[config.mk]
export PLATFORM = sky130hd
export DESIGN_NAME = dyn_mem_bank_group_ctrl
export DESIGN_NICKNAME = d
export VERILOG_FILES = /design/src/rtl/dyn_mem_pkg.sv /design/src/rtl/dyn_mem_bank_pwr_ctrl.sv /design/src/rtl/dyn_mem_bank_group_ctrl.sv
export SDC_FILE = /design/constraint.sdc
export NUM_CORES = 1
export LEC_CHECK = 0
export CORE_AREA = 3 3 123 125
export CTS_CLUSTER_DIAMETER = 200
export DETAILED_ROUTE_END_ITERATION = 16
export DIE_AREA = 0 0 126 128
export MAX_ROUTING_LAYER = met4
export PLACE_DENSITY = 0.59
export SYNTH_ARGS = -nofsm -noshare
export SYNTH_HDL_FRONTEND = slang
export SYNTH_SLANG_ARGS = --single-unit
[constraint.sdc]
create_clock -name clk_i -period 2.87 [get_ports clk_i]
set_input_delay 0.574 -clock clk_i [delete_from_list [all_inputs] [get_ports clk_i]]
set_output_delay 0.574 -clock clk_i [all_outputs]
set_load 0.05 [all_outputs]
[src/rtl/dyn_mem_pkg.sv]
// Shared types and helpers for the dynamic-SPM bank-group responder.
package dyn_mem_pkg;

  typedef enum logic [1:0] {SLEEP = 2'd0, WAKE = 2'd1, ACTIVE = 2'd2} bkgp_pwr_state_e;

  function automatic int bank_data_width(input int group_w, input int num_bank);
    return group_w / num_bank;
  endfunction

endpackage

[src/rtl/dyn_mem_bank_pwr_ctrl.sv]
// Power-gating FSM for one bank group: sleeps after an idle timeout, wakes on demand
// and only enables grants once the macros have had WAKE_CYCLES to settle.
module dyn_mem_bank_pwr_ctrl
  import dyn_mem_pkg::*;
#(
  parameter int WAKE_CYCLES = 4,
  parameter int IDLE_CYCLES = 16
) (
  input  logic clk,
  input  logic rst,
  input  logic req,
  input  logic sleep_en,
  output logic pwr_en,
  output logic awake,
  output logic gnt_en
);

  localparam int WakeW = $clog2(WAKE_CYCLES + 1);
  localparam int IdleW = $clog2(IDLE_CYCLES + 1);
  localparam logic [WakeW-1:0] WakeLoad = WakeW'(WAKE_CYCLES - 1);
  localparam logic [IdleW-1:0] IdleMax  = IdleW'(IDLE_CYCLES);

  bkgp_pwr_state_e  state_r, state_s;
  logic [WakeW-1:0] wake_cnt_r, wake_cnt_s;
  logic [IdleW-1:0] idle_cnt_r, idle_cnt_s, idle_inc_s;
  logic             pwr_en_s, awake_s;

  // State and counter registers
  always_ff @(posedge clk) begin
    if (rst) begin
      state_r    <= SLEEP;
      wake_cnt_r <= '0;
      idle_cnt_r <= '0;
    end else begin
      state_r    <= state_s;
      wake_cnt_r <= wake_cnt_s;
      idle_cnt_r <= idle_cnt_s;
    end
  end

  // Next-state, counter update and power outputs
  always_comb begin
    state_s    = state_r;
    wake_cnt_s = wake_cnt_r;
    idle_cnt_s = idle_cnt_r;
    pwr_en_s   = 1'b0;
    awake_s    = 1'b0;
    idle_inc_s = (idle_cnt_r == IdleMax) ? idle_cnt_r : idle_cnt_r + IdleW'(1);
    case (state_r)
      SLEEP: begin
        idle_cnt_s = '0;
        if (req) begin
          state_s    = WAKE;
          wake_cnt_s = WakeLoad;
        end else begin
          state_s    = SLEEP;
        end
      end
      WAKE: begin
        pwr_en_s = 1'b1;
        if (wake_cnt_r == '0) begin
          state_s    = ACTIVE;
          idle_cnt_s = '0;
        end else begin
          wake_cnt_s = wake_cnt_r - WakeW'(1);
        end
      end
      ACTIVE: begin
        pwr_en_s = 1'b1;
        awake_s  = 1'b1;
        // A request in the timeout cycle wins over going to sleep.
        if (req || !sleep_en) begin
          idle_cnt_s = '0;
        end else if (idle_inc_s == IdleMax) begin
          state_s    = SLEEP;
          idle_cnt_s = '0;
        end else begin
          idle_cnt_s = idle_inc_s;
        end
      end
      default: begin
        state_s    = SLEEP;
        wake_cnt_s = '0;
        idle_cnt_s = '0;
      end
    endcase
  end

  assign pwr_en = pwr_en_s;
  assign awake  = awake_s;
  assign gnt_en = awake_s;

endmodule

[src/rtl/dyn_mem_bank_group_ctrl.sv]
// TCDM responder for one bank group: fans each access out to NUM_BANK SRAM slices
// and returns a response with fixed 1-cycle latency; power is managed by the pwr_ctrl.
module dyn_mem_bank_group_ctrl
  import dyn_mem_pkg::*;
#(
  parameter int NUM_BANK                     = 2,
  parameter int BANK_GROUP_DATA_WIDTH        = 64,
  parameter int BANK_LEVEL_EFFECT_ADDR_WIDTH = 10,
  parameter int WAKE_CYCLES                  = 4,
  parameter int IDLE_CYCLES                  = 16,
  localparam int BankDataWidth = bank_data_width(BANK_GROUP_DATA_WIDTH, NUM_BANK),
  localparam int BankBeWidth   = BankDataWidth / 8
) (
  input  logic                                                   clk_i,
  input  logic                                                   rst_i,
  input  logic [BANK_GROUP_DATA_WIDTH-1:0]                       tcdm_wdata_i,
  input  logic [BANK_LEVEL_EFFECT_ADDR_WIDTH-1:0]                tcdm_addr_i,
  input  logic                                                   tcdm_we_i,
  input  logic [BANK_GROUP_DATA_WIDTH/8-1:0]                     tcdm_strb_i,
  input  logic                                                   tcdm_req_i,
  output logic                                                   tcdm_gnt_o,
  output logic                                                   tcdm_rvalid_o,
  output logic [BANK_GROUP_DATA_WIDTH-1:0]                       tcdm_rdata_o,
  output logic [NUM_BANK-1:0]                                    sram_req_o,
  output logic [NUM_BANK-1:0]                                    sram_we_o,
  output logic [NUM_BANK-1:0][BANK_LEVEL_EFFECT_ADDR_WIDTH-1:0]  sram_addr_o,
  output logic [NUM_BANK-1:0][BankDataWidth-1:0]                 sram_wdata_o,
  output logic [NUM_BANK-1:0][BankBeWidth-1:0]                   sram_be_o,
  input  logic [NUM_BANK-1:0][BankDataWidth-1:0]                 sram_rdata_i,
  output logic                                                   sram_pwr_en_o,
  input  logic                                                   sleep_en_i,
  output logic                                                   awake_o
);

  logic                             gnt_en_s;
  logic                             accept_s;
  logic                             rvalid_r;
  logic                             rd_r;
  logic [BANK_GROUP_DATA_WIDTH-1:0] rdata_s;

  dyn_mem_bank_pwr_ctrl #(
    .WAKE_CYCLES (WAKE_CYCLES),
    .IDLE_CYCLES (IDLE_CYCLES)
  ) u_pwr_ctrl (
    .clk      (clk_i),
    .rst      (rst_i),
    .req      (tcdm_req_i),
    .sleep_en (sleep_en_i),
    .pwr_en   (sram_pwr_en_o),
    .awake    (awake_o),
    .gnt_en   (gnt_en_s)
  );

  assign tcdm_gnt_o = gnt_en_s;
  assign accept_s   = tcdm_req_i & gnt_en_s;
  assign sram_req_o = {NUM_BANK{accept_s}};
  assign sram_we_o  = {NUM_BANK{tcdm_we_i}};

  for (genvar b = 0; b < NUM_BANK; b++) begin : g_bank
    assign sram_addr_o[b]  = tcdm_addr_i;
    assign sram_wdata_o[b] = tcdm_wdata_i[b*BankDataWidth +: BankDataWidth];
    assign sram_be_o[b]    = tcdm_strb_i[b*BankBeWidth +: BankBeWidth];
  end

  // Response tracking: one rvalid per accept, remembering whether it was a read
  always_ff @(posedge clk_i) begin
    if (rst_i) begin
      rvalid_r <= 1'b0;
      rd_r     <= 1'b0;
    end else begin
      rvalid_r <= accept_s;
      rd_r     <= accept_s & ~tcdm_we_i;
    end
  end

  // SRAM data arrives in the response cycle; bank 0 lands in the LSBs
  always_comb begin
    rdata_s = '0;
    if (rvalid_r && rd_r) begin
      rdata_s = sram_rdata_i;
    end else begin
      rdata_s = '0;
    end
  end

  assign tcdm_rvalid_o = rvalid_r;
  assign tcdm_rdata_o  = rdata_s;

endmodule
==> metrics <==
status=finished clean; Max Cap Violations=0; skew final=0.001339 ns; Mapped Area=0.001922 sq mm; clock sinks=12; crit start category=flop; worst-margin pin slew=0.6260 ns; # IOs=315; cell area after layout=0.003521 sq mm; Num CTS Buffers=3; Min Clock Period, post-route=2.512 ns; CP Data Required Time=2.97 ns; Setup Fix Bufs, Post-CTS=0; CP bufs+invs=1; vias in the first global route=1804; critical path capture point type=flop; Syn Area/Cell=7.420 sq um; Netlist cell types=33; Initial DRC Count=26; CTS tree=yes; total track usage=10.00%; hold crit path type=reg2reg; Final TNS setup=0 ns; RR Startpoint=u_pwr_ctrl.idle_cnt_r[0]; cells after synthesis=259; Achievable Freq=398.1 MHz; Clock Pin Slew Worst Setup and Hold Paths=0.04 ns; CP max-delay cell=or4_4; data arrival time of the worst path=2.61 ns; Reg2Reg Setup Slack=0.36 ns; EDFF count, synth=0; Avg Vias per Cell=3.842; sequential area share after synthesis=12.50%; layout net count=453; CTS root buf=clkbuf_16; Pleak=1.547 nW; CP delay by family, top=simple AND/OR/NAND/NOR gates; post-cts repair resize count=0; RSZ-0062 raised after global routing=false; crit path max fanout=5; HPWL after DPL=7494 microns; first-pass GRT wire length=11960 microns; type of the worst setup path=reg2reg; power per cell area=199.0 mW/mm^2; crit share post-route=87.52%; largest net degree at the start of global routing=66; CP Cell Sequence=inv_1 -> ha_1 -> nor4bb_4 -> mux2_1 -> or4_4 -> o311ai_0 -> o311ai_1; Post-route DRC=0; Hold Fails Final Rpt=0; Layout area overhead=83.20%; hold endpoint=u_pwr_ctrl.wake_cnt_r[2]; hold-critical path depth=2; Post-synth ARST share=0%; R2R Path End=u_pwr_ctrl.state_r[1]; HP Start=u_pwr_ctrl.wake_cnt_r[2]; worst reg2reg path depth=7; Detailed Route WL=8703 microns; Synthesis Warnings=0; DRT Pass-1 Iters=4; clk_lat worst skew=0.24 ns; GRT overflow=0; antenna-violating nets left=0; setup violators final=0; Antenna Cells=0; Syn Nets=417; die width=126 microns; Post-CTS Hold Fix Bufs=0; initial core utilization=13.74%; die footprint=0.01613 sq mm; # rows=43; routability cong.=0.8607; slew margin rel.=58.17%; Most used DFF post-synth=dfxtp_1; VDD IR max=167.7 uV; Yosys reg bits=12; Cell Area, Placed=0.003432 sq mm; per-cell routed wire length=18.36 microns; max incr delay on CP=0.57 ns; vias=1821; core area=0.01399 sq mm; CTS max path bufs=2; Die H=128 microns; H-tree levels=1; port bufs=140; initial antenna violation count=0; layout cells sized above 1=26.19%; max-slew violations=0
==> Yosys cell counts (all sizes together), types with 3 or more instances <==
library cell	count	area, sq um
buf	97	728.2
clkbuf	15	56.30
and3	64	400.4
ha	7	87.58
o21ai	3	15.01
a22oi	5	37.54
xnor2	3	26.28
nor2	8	30.03
nand2b	4	25.02
nor2b	4	25.02
nand2	5	18.77
dfxtp	12	240.2
inv	8	30.03
==> layout make-up <==
class	count	area (sq um)
sequential	12	240.2
multi-input combinational	127	867.1
tap	180	225.2
inverter	8	30.03
clock buffer	4	88.84
timing repair buffer	143	2069
fill	1465	10470
==> worst register-to-register path: cells and delay by family (launching register included) <==
family,cells,cell delay [ns]
multiplexers,1,0.39
flip-flops,1,0.35
AND/OR/NAND/NOR,2,0.91
buffers and inverters,1,0.07
adder cells (fa/ha/maj),1,0.16
AO/OA/AOI/OAI,2,0.50
==> registers in the layout, summed over array words and instances, names as in the netlist <==
register,cells
rd_r,1
tcdm_rvalid_o,1
u_pwr_ctrl.state_r,2
u_pwr_ctrl.wake_cnt_r,3
u_pwr_ctrl.idle_cnt_r,5
==> where the power goes <==
group	switching, mW	internal [mW]
sequential	0.00571	0.178
combinational	0.101	0.131
clock	0.0743	0.210
==> cells in the final DEF, fill, tap and decap left out, types with 2 or more instances in the layout <==
| master | n |
|---|---|
| nand2_1 | 5 |
| o21ai_0 | 3 |
| xnor2_1 | 3 |
| and3_1 | 64 |
| nor2_1 | 8 |
| buf_12 | 65 |
| buf_4 | 5 |
| inv_1 | 8 |
| dfxtp_1 | 12 |
| nor2b_1 | 4 |
| clkbuf_16 | 3 |
| nand3_1 | 2 |
| clkdlybuf4s50_1 | 73 |
| nand2b_1 | 4 |
| nor3b_1 | 2 |
| a22oi_1 | 5 |
| a21oi_1 | 2 |
| ha_1 | 7 |
| nor3_1 | 2 |
==> how the worst max path moves through the flow <==
stage | slack (ns) | cells past startpoint | end | from
detailed placement | 0.37 | 7 | u_pwr_ctrl.state_r[1] | u_pwr_ctrl.idle_cnt_r[0]
floorplan | 0.58 | 7 | u_pwr_ctrl.state_r[1] | u_pwr_ctrl.idle_cnt_r[0]
CTS | 0.36 | 7 | u_pwr_ctrl.state_r[1] | u_pwr_ctrl.idle_cnt_r[0]
finish | 0.36 | 7 | u_pwr_ctrl.state_r[1] | u_pwr_ctrl.idle_cnt_r[0]
global placement | 0.41 | 2 | sram_we_o[0] | tcdm_we_i
global route | 0.19 | 7 | u_pwr_ctrl.state_r[1] | u_pwr_ctrl.idle_cnt_r[0]
==> per-stage QoR <==
stage | setup WS (ns) | hold WS [ns] | power, mW | util, % | std cells
after global placement | 0.4112 | 0.4745 | 0.4137 | 24.53 | 470
after floorplan | 0.5784 | 0.4582 | 0.6425 | - | 259
after global routing | 0.1883 | 0.5173 | 0.7452 | 25.17 | 474
after detailed placement | 0.3714 | 0.4783 | 0.4200 | 24.53 | 470
final | 0.3583 | 0.4810 | 0.7007 | 25.17 | 474
after CTS | 0.3622 | 0.4841 | 0.7123 | 25.17 | 474
==> routing by layer <==
| layer | routed length, microns | GRT usage [%] |
|---|---|---|
| met1 | 2715 | 9.148 |
| met2 | 3893 | 14.74 |
| met3 | 1809 | 9.208 |
| met4 | 284 | 3.785 |
| met5 | 0 | - |
==> kinds of logic (layout without fill, tap and decap cells) <==
| family | after synthesis | in the layout | share of synthesized area [%] |
|---|---|---|---|
| simple gates | 97 | 97 | 31.18 |
| compound gates | 17 | 17 | 6.446 |
| fa+ha+maj | 7 | 7 | 4.557 |
| buf+inv | 120 | 155 | 42.38 |
| flops | 12 | 12 | 12.50 |
| xor+xnor | 4 | 4 | 1.823 |
| mux | 2 | 2 | 1.107 |
(Power assumes the default switching activity.)
